===== config.mk =====
export PLATFORM = sky130hd
export DESIGN_NAME = bus_wait_gen
export DESIGN_NICKNAME = d
export VERILOG_FILES = /design/src/rtl/bus_wait_gen.sv
export SDC_FILE = /design/constraint.sdc
export NUM_CORES = 1
export LEC_CHECK = 0
export CAP_MARGIN = 20
export CORE_MARGIN = 4
export CORE_UTILIZATION = 42
export DETAILED_ROUTE_END_ITERATION = 10
export PLACE_DENSITY = 0.81
export SETUP_SLACK_MARGIN = 0.02
export SYNTH_ARGS = -nofsm -noshare
export SYNTH_HDL_FRONTEND = slang
export SYNTH_SLANG_ARGS = --single-unit
export TNS_END_PERCENT = 30

===== constraint.sdc =====
create_clock -name CORE_CLK -period 4.5 [get_ports CORE_CLK]
set_clock_uncertainty 0.15 [all_clocks]
set_input_delay 0.9 -clock CORE_CLK [delete_from_list [all_inputs] [get_ports CORE_CLK]]
set_output_delay 0.9 -clock CORE_CLK [all_outputs]
set_load 0.005 [all_outputs]

===== src/rtl/bus_wait_gen.sv =====
// bus_wait_gen -- wait-state generator for an 8088 core bus.
//
// Tracks each bus cycle from ALE through the strobe phase, classifies it
// (memory/I-O read/write, interrupt acknowledge), and holds the core's READY
// low for a per-type number of wait cycles, further stretched by EXT_RDY.
//
// Optional feature (macro BUS_TIMEOUT_EN): an 8-bit WAIT-cycle watchdog forces
// completion after TIMEOUT_CYCLES, pulses TIMEOUT and records TIMEOUT_ADDR.
// Without the macro, TIMEOUT/TIMEOUT_ADDR are tied to 0.
//
// Ports:
//   CORE_CLK      in   sole clock, rising edge
//   RESET_n       in   asynchronous active-low reset
//   ALE           in   address latch enable
//   RD_n/WR_n/INTA_n in active-low bus strobes
//   IOM           in   1 = I/O cycle, 0 = memory cycle
//   ADDR[19:0]    in   bus address, valid while ALE=1
//   EXT_RDY       in   device ready; 0 extends the cycle
//   READY         out  registered READY to the core
//   BUS_CYCLE[2:0] out 0 idle,1 mem rd,2 mem wr,3 io rd,4 io wr,5 inta
//   CYC_ADDR[19:0] out address latched for the current cycle
//   TIMEOUT       out  one-cycle pulse on forced completion
//   TIMEOUT_ADDR[19:0] out CYC_ADDR of the most recent timed-out cycle
module bus_wait_gen #(
  parameter int unsigned MEM_WAIT       = 0,
  parameter int unsigned IO_WAIT        = 1,
  parameter int unsigned INTA_WAIT      = 1,
  parameter int unsigned TIMEOUT_CYCLES = 255
) (
  input  logic        CORE_CLK,
  input  logic        RESET_n,
  input  logic        ALE,
  input  logic        RD_n,
  input  logic        WR_n,
  input  logic        INTA_n,
  input  logic        IOM,
  input  logic [19:0] ADDR,
  input  logic        EXT_RDY,
  output logic        READY,
  output logic [2:0]  BUS_CYCLE,
  output logic [19:0] CYC_ADDR,
  output logic        TIMEOUT,
  output logic [19:0] TIMEOUT_ADDR
);

  typedef enum logic [1:0] {
    ST_IDLE,
    ST_ADDR,
    ST_WAIT,
    ST_DONE
  } state_t;

  typedef enum logic [2:0] {
    CYC_IDLE   = 3'd0,
    CYC_MEM_RD = 3'd1,
    CYC_MEM_WR = 3'd2,
    CYC_IO_RD  = 3'd3,
    CYC_IO_WR  = 3'd4,
    CYC_INTA   = 3'd5
  } cyc_t;

  localparam logic [3:0] MEM_W  = 4'(MEM_WAIT);
  localparam logic [3:0] IO_W   = 4'(IO_WAIT);
  localparam logic [3:0] INTA_W = 4'(INTA_WAIT);

  if (MEM_WAIT > 15 || IO_WAIT > 15 || INTA_WAIT > 15 ||
      TIMEOUT_CYCLES < 1 || TIMEOUT_CYCLES > 255) begin : g_bad_cfg
    $error("bus_wait_gen: wait counts must be 0-15 and TIMEOUT_CYCLES 1-255");
  end

  state_t      state_q, state_d;
  logic        ready_q, ready_d;
  cyc_t        cyc_q, cyc_d;
  logic [19:0] cyc_addr_q, cyc_addr_d;
  logic [3:0]  cnt_q, cnt_d;

  logic        strobe_any;
  logic        strobes_idle;
  cyc_t        cyc_type;
  logic [3:0]  load_cnt;
  logic [3:0]  cnt_dec;
  logic        wait_done;
  logic        to_hit;

  assign strobe_any   = !RD_n || !WR_n || !INTA_n;
  assign strobes_idle = RD_n && WR_n && INTA_n;

  // Cycle classification; INTA beats WR beats RD when several strobes are low.
  always_comb begin
    cyc_type = CYC_MEM_RD;
    load_cnt = MEM_W;
    if (!INTA_n) begin
      cyc_type = CYC_INTA;
      load_cnt = INTA_W;
    end else if (!WR_n) begin
      cyc_type = IOM ? CYC_IO_WR : CYC_MEM_WR;
      load_cnt = IOM ? IO_W : MEM_W;
    end else begin
      cyc_type = IOM ? CYC_IO_RD : CYC_MEM_RD;
      load_cnt = IOM ? IO_W : MEM_W;
    end
  end

  // Completion is judged on the post-decrement count so that a loaded count
  // of W yields exactly W low READY cycles when EXT_RDY is already high.
  assign cnt_dec   = (cnt_q == 4'd0) ? 4'd0 : cnt_q - 4'd1;
  assign wait_done = (cnt_dec == 4'd0) && EXT_RDY;

  // State and output registers
  always_ff @(posedge CORE_CLK or negedge RESET_n) begin
    if (!RESET_n) begin
      state_q    <= ST_IDLE;
      ready_q    <= 1'b1;
      cyc_q      <= CYC_IDLE;
      cyc_addr_q <= '0;
      cnt_q      <= '0;
    end else begin
      state_q    <= state_d;
      ready_q    <= ready_d;
      cyc_q      <= cyc_d;
      cyc_addr_q <= cyc_addr_d;
      cnt_q      <= cnt_d;
    end
  end

  // Next-state logic; ALE in any state restarts at ADDR.
  always_comb begin
    state_d = state_q;
    unique case (state_q)
      ST_IDLE: begin
        if (ALE) state_d = ST_ADDR;
      end
      ST_ADDR: begin
        if (ALE)             state_d = ST_ADDR;
        else if (strobe_any) state_d = (load_cnt == 4'd0) ? ST_DONE : ST_WAIT;
      end
      ST_WAIT: begin
        if (ALE)                      state_d = ST_ADDR;
        else if (strobes_idle)        state_d = ST_IDLE;
        else if (wait_done || to_hit) state_d = ST_DONE;
      end
      ST_DONE: begin
        if (ALE)               state_d = ST_ADDR;
        else if (strobes_idle) state_d = ST_IDLE;
      end
      default: state_d = ST_IDLE;
    endcase
  end

  // Next register values derived from the transition being taken.
  always_comb begin
    ready_d    = (state_d != ST_WAIT);
    cyc_d      = cyc_q;
    cyc_addr_d = cyc_addr_q;
    cnt_d      = cnt_q;

    if (ALE) cyc_addr_d = ADDR;

    if (state_d == ST_IDLE || state_d == ST_ADDR) begin
      cyc_d = CYC_IDLE;
    end else if (state_q == ST_ADDR) begin
      cyc_d = cyc_type;
    end

    if (state_q == ST_ADDR && state_d != ST_ADDR) begin
      cnt_d = load_cnt;
    end else if (state_q == ST_WAIT) begin
      cnt_d = cnt_dec;
    end
  end

  assign READY     = ready_q;
  assign BUS_CYCLE = cyc_q;
  assign CYC_ADDR  = cyc_addr_q;

`ifdef BUS_TIMEOUT_EN
  localparam logic [7:0] TO_LIMIT = 8'(TIMEOUT_CYCLES);

  logic [7:0]  to_cnt_q, to_cnt_d;
  logic        to_fire;
  logic        timeout_q;
  logic [19:0] to_addr_q;

  // to_cnt_q counts completed WAIT cycles; the edge that would make it reach
  // the limit is the one that forces completion, so it never wraps.
  assign to_hit  = (state_q == ST_WAIT) && ((to_cnt_q + 8'd1) == TO_LIMIT);
  // A forced completion is a WAIT->DONE move the normal condition did not cause.
  assign to_fire = (state_q == ST_WAIT) && (state_d == ST_DONE) && !wait_done;

  always_comb begin
    to_cnt_d = to_cnt_q;
    if (state_q != ST_WAIT && state_d == ST_WAIT) begin
      to_cnt_d = '0;
    end else if (state_q == ST_WAIT) begin
      to_cnt_d = to_cnt_q + 8'd1;
    end
  end

  always_ff @(posedge CORE_CLK or negedge RESET_n) begin
    if (!RESET_n) begin
      to_cnt_q  <= '0;
      timeout_q <= 1'b0;
      to_addr_q <= '0;
    end else begin
      to_cnt_q  <= to_cnt_d;
      timeout_q <= to_fire;
      if (to_fire) to_addr_q <= cyc_addr_q;
    end
  end

  assign TIMEOUT      = timeout_q;
  assign TIMEOUT_ADDR = to_addr_q;
`else
  assign to_hit       = 1'b0;
  assign TIMEOUT      = 1'b0;
  assign TIMEOUT_ADDR = '0;
`endif

endmodule


==> results_dict.tcl <==
set metrics [dict create \
    syn_avg_cell_area_um2 12.1 \
    grt_pass1_wl_um 4590 \
    peakVddDrop_mv 0.160 \
    root_buffer "clkbuf_4" \
    post_drt_wl_per_cell_um 13.5 \
    met3_usage_pct 6.63 \
    final_area_mm2 0.00193 \
    synth_top_cell_area_share_pct 50.8 \
    antenna_found_initial 0 \
    p_leak_nw 0.841 \
    grt_busiest_layer "met2" \
    final_cells 215 \
    ys_async_sr_fraction_pct 100 \
    drc 0 \
    hpwl_um 2190 \
    status "completed" \
    cts.sinks 30 \
    hold_viol 0 \
    gp_routability_congestion 0.858 \
    synth-seq-area-share_pct 52.7 \
    cp_data_arrival_time_ps 2810 \
    dr_total_vias 1040 \
    period_needed_ps 2750 \
    viasPerCell 4.84 \
    globalRouteMet2Util_pct 23.5 \
    pre_cts_ws_ps 1410 \
    gr-usage-all-layers_pct 14.2 \
    fin_setup_tns_ps 0 \
    finalCritPeriodShare_pct 61.1 \
    dr.pass1.iters 7 \
    htreeDepth 2 \
    worst_pin_slew_ps 1020 \
    startpoint_type "primary input" \
    endpoint_kind "register" \
    power_density_mw_per_mm2 299 \
    worstPathRequired_ps 4560 \
    grt_pass1_vias 1028 \
    worst_slack_ps 1750 \
    synth_area_mm2 0.00143 \
    coreArea_mm2 0.00315 \
    clk_latency_ps 320 \
    grt_max_degree 31 \
    ctsHoldBuffers 0 \
    synth-edff-count 0 \
    diodes 0 \
    power_uw 577 \
    initial_core_util_pct 45.3 \
    routed_wirelength_um 2900 \
    synthTopCellsByCount "dfrtp_1, buf_4, mux2_2, a21oi_1" \
    die_area_mm2 0.00440 \
    cts_resized 0 \
    yosysWarnings 0 \
    cts_setup_buffers 0 \
    hold_path_depth 1 \
    setup_viol 0 \
    synth_top_cells_by_area "dfrtp_1, mux2_2, buf_4" \
    use_met1_pct 15.6 \
    syn_inst 118 \
    reg2reg_depth 3 \
    maxSlewHeadroom_pct 31.8 \
    synth_most_common_cell "dfrtp_1" \
    hold_class "register to register" \
    finalNetCount 200 \
    clk_transition_reported_paths_ps 80 \
    worst-setup-path-type "primary input to register" \
    ys_types 31 \
    slew_violations 0 \
    port_buffers 51 \
    layout-drive-gt1-share_pct 18.7 \
    die_x_um 66.3 \
    synth_top_area_cell "dfrtp_1" \
    crit_path_max_fanout 23 \
    cts_tree "built" \
    cts_buffer_depth 2 \
    synth-main-ff-cell "dfrtp_1" \
    syn_to_final_growth_pct 35.3 \
    cts_buffers 5 \
    fmax_ghz 0.364 \
    pin_count 73 \
    synth_seq_cells 30 \
    rsz0062_at_grt "no" \
    ant_nets 0 \
    die_y_um 66.3 \
    drt_iter0_drc 7 \
    placed_area_mm2 0.00189 \
    grt-ovfl-total 0 \
    cap_viol_max_count 0 \
    placedCellCount 208 \
    rows 20 \
]
## placed cells by master (no fill, tap or decap), drive strengths merged, types with 2 or more instances in the layout
cell type | Yosys | final
clkbuf | 0 | 7
nand2 | 5 | 5
or2 | 2 | 2
mux2 | 20 | 20
clkdlybuf4s50 | 0 | 51
nor2 | 2 | 2
conb | 1 | 21
inv | 5 | 5
o211ai | 2 | 2
nor3 | 2 | 2
a31o | 3 | 3
a21oi | 6 | 6
dfrtp | 29 | 29
nand4 | 2 | 2
or3b | 2 | 2
## state kept, by name (all words and copies together) (netlist names)
| name | count |
|---|---|
| BUS_CYCLE | 3 |
| cnt_q | 4 |
| READY | 1 |
| CYC_ADDR | 20 |
| state_q | 2 |
## final cells by class
cell class	count	area (µm²)
repair buffers	52	518
fillers	281	1220
inverters	5	18.8
clock buffers	7	45.0
flip-flops and latches	30	752
well taps	44	55.1
multi-input cells	77	543
## critical path, stage by stage
cell and delay (ps):
clkdlybuf4s50_1 940, a311oi_1 540, o221ai_1 150, or2_2 280
## power by group
group	switching, mW	internal (mW)
clock	0.0829	0.0588
combinational	0.0437	0.0811
sequential	0.0161	0.294
total	0.143	0.434
## final timing paths
check	slack, ps	from	to
max	1750	ALE	cnt_q[0]
min	360	CYC_ADDR[4]	CYC_ADDR[4]
max reg2reg	2810	state_q[0]	cnt_q[2]
min reg2reg	360	CYC_ADDR[4]	CYC_ADDR[4]
max in group asynchronous	3070	RESET_n	READY
min in group asynchronous	810	RESET_n	CYC_ADDR[10]
## layer usage
layer  routed length [µm]  vias up
met3                  264        2
met1                 1100      505
met4                   34        0
li1                     -      477
met5                    0        -
met2                 1500       56
## cells by family (layout without fill, tap and decap cells)
group | after synthesis | count (layout) | synth area share, %
compound gates | 18 | 18 | 9.38
fa+ha+maj | 1 | 1 | 0.876
buf+inv | 31 | 64 | 14.5
flops | 30 | 30 | 52.7
mux | 20 | 20 | 15.8
other cells | 1 | 21 | 0.263
simple gates | 17 | 17 | 6.49
## metrics by stage
| step | utilization (%) | hold WS (ps) |
|---|---|---|
| floorplan | - | 355 |
| global placement | 59.8 | 338 |
| detailed placement | 59.8 | 347 |
| CTS | 61.3 | 366 |
| global route | 61.3 | 390 |
| finish | 61.3 | 362 |
Power figures use the tool's default switching activity.
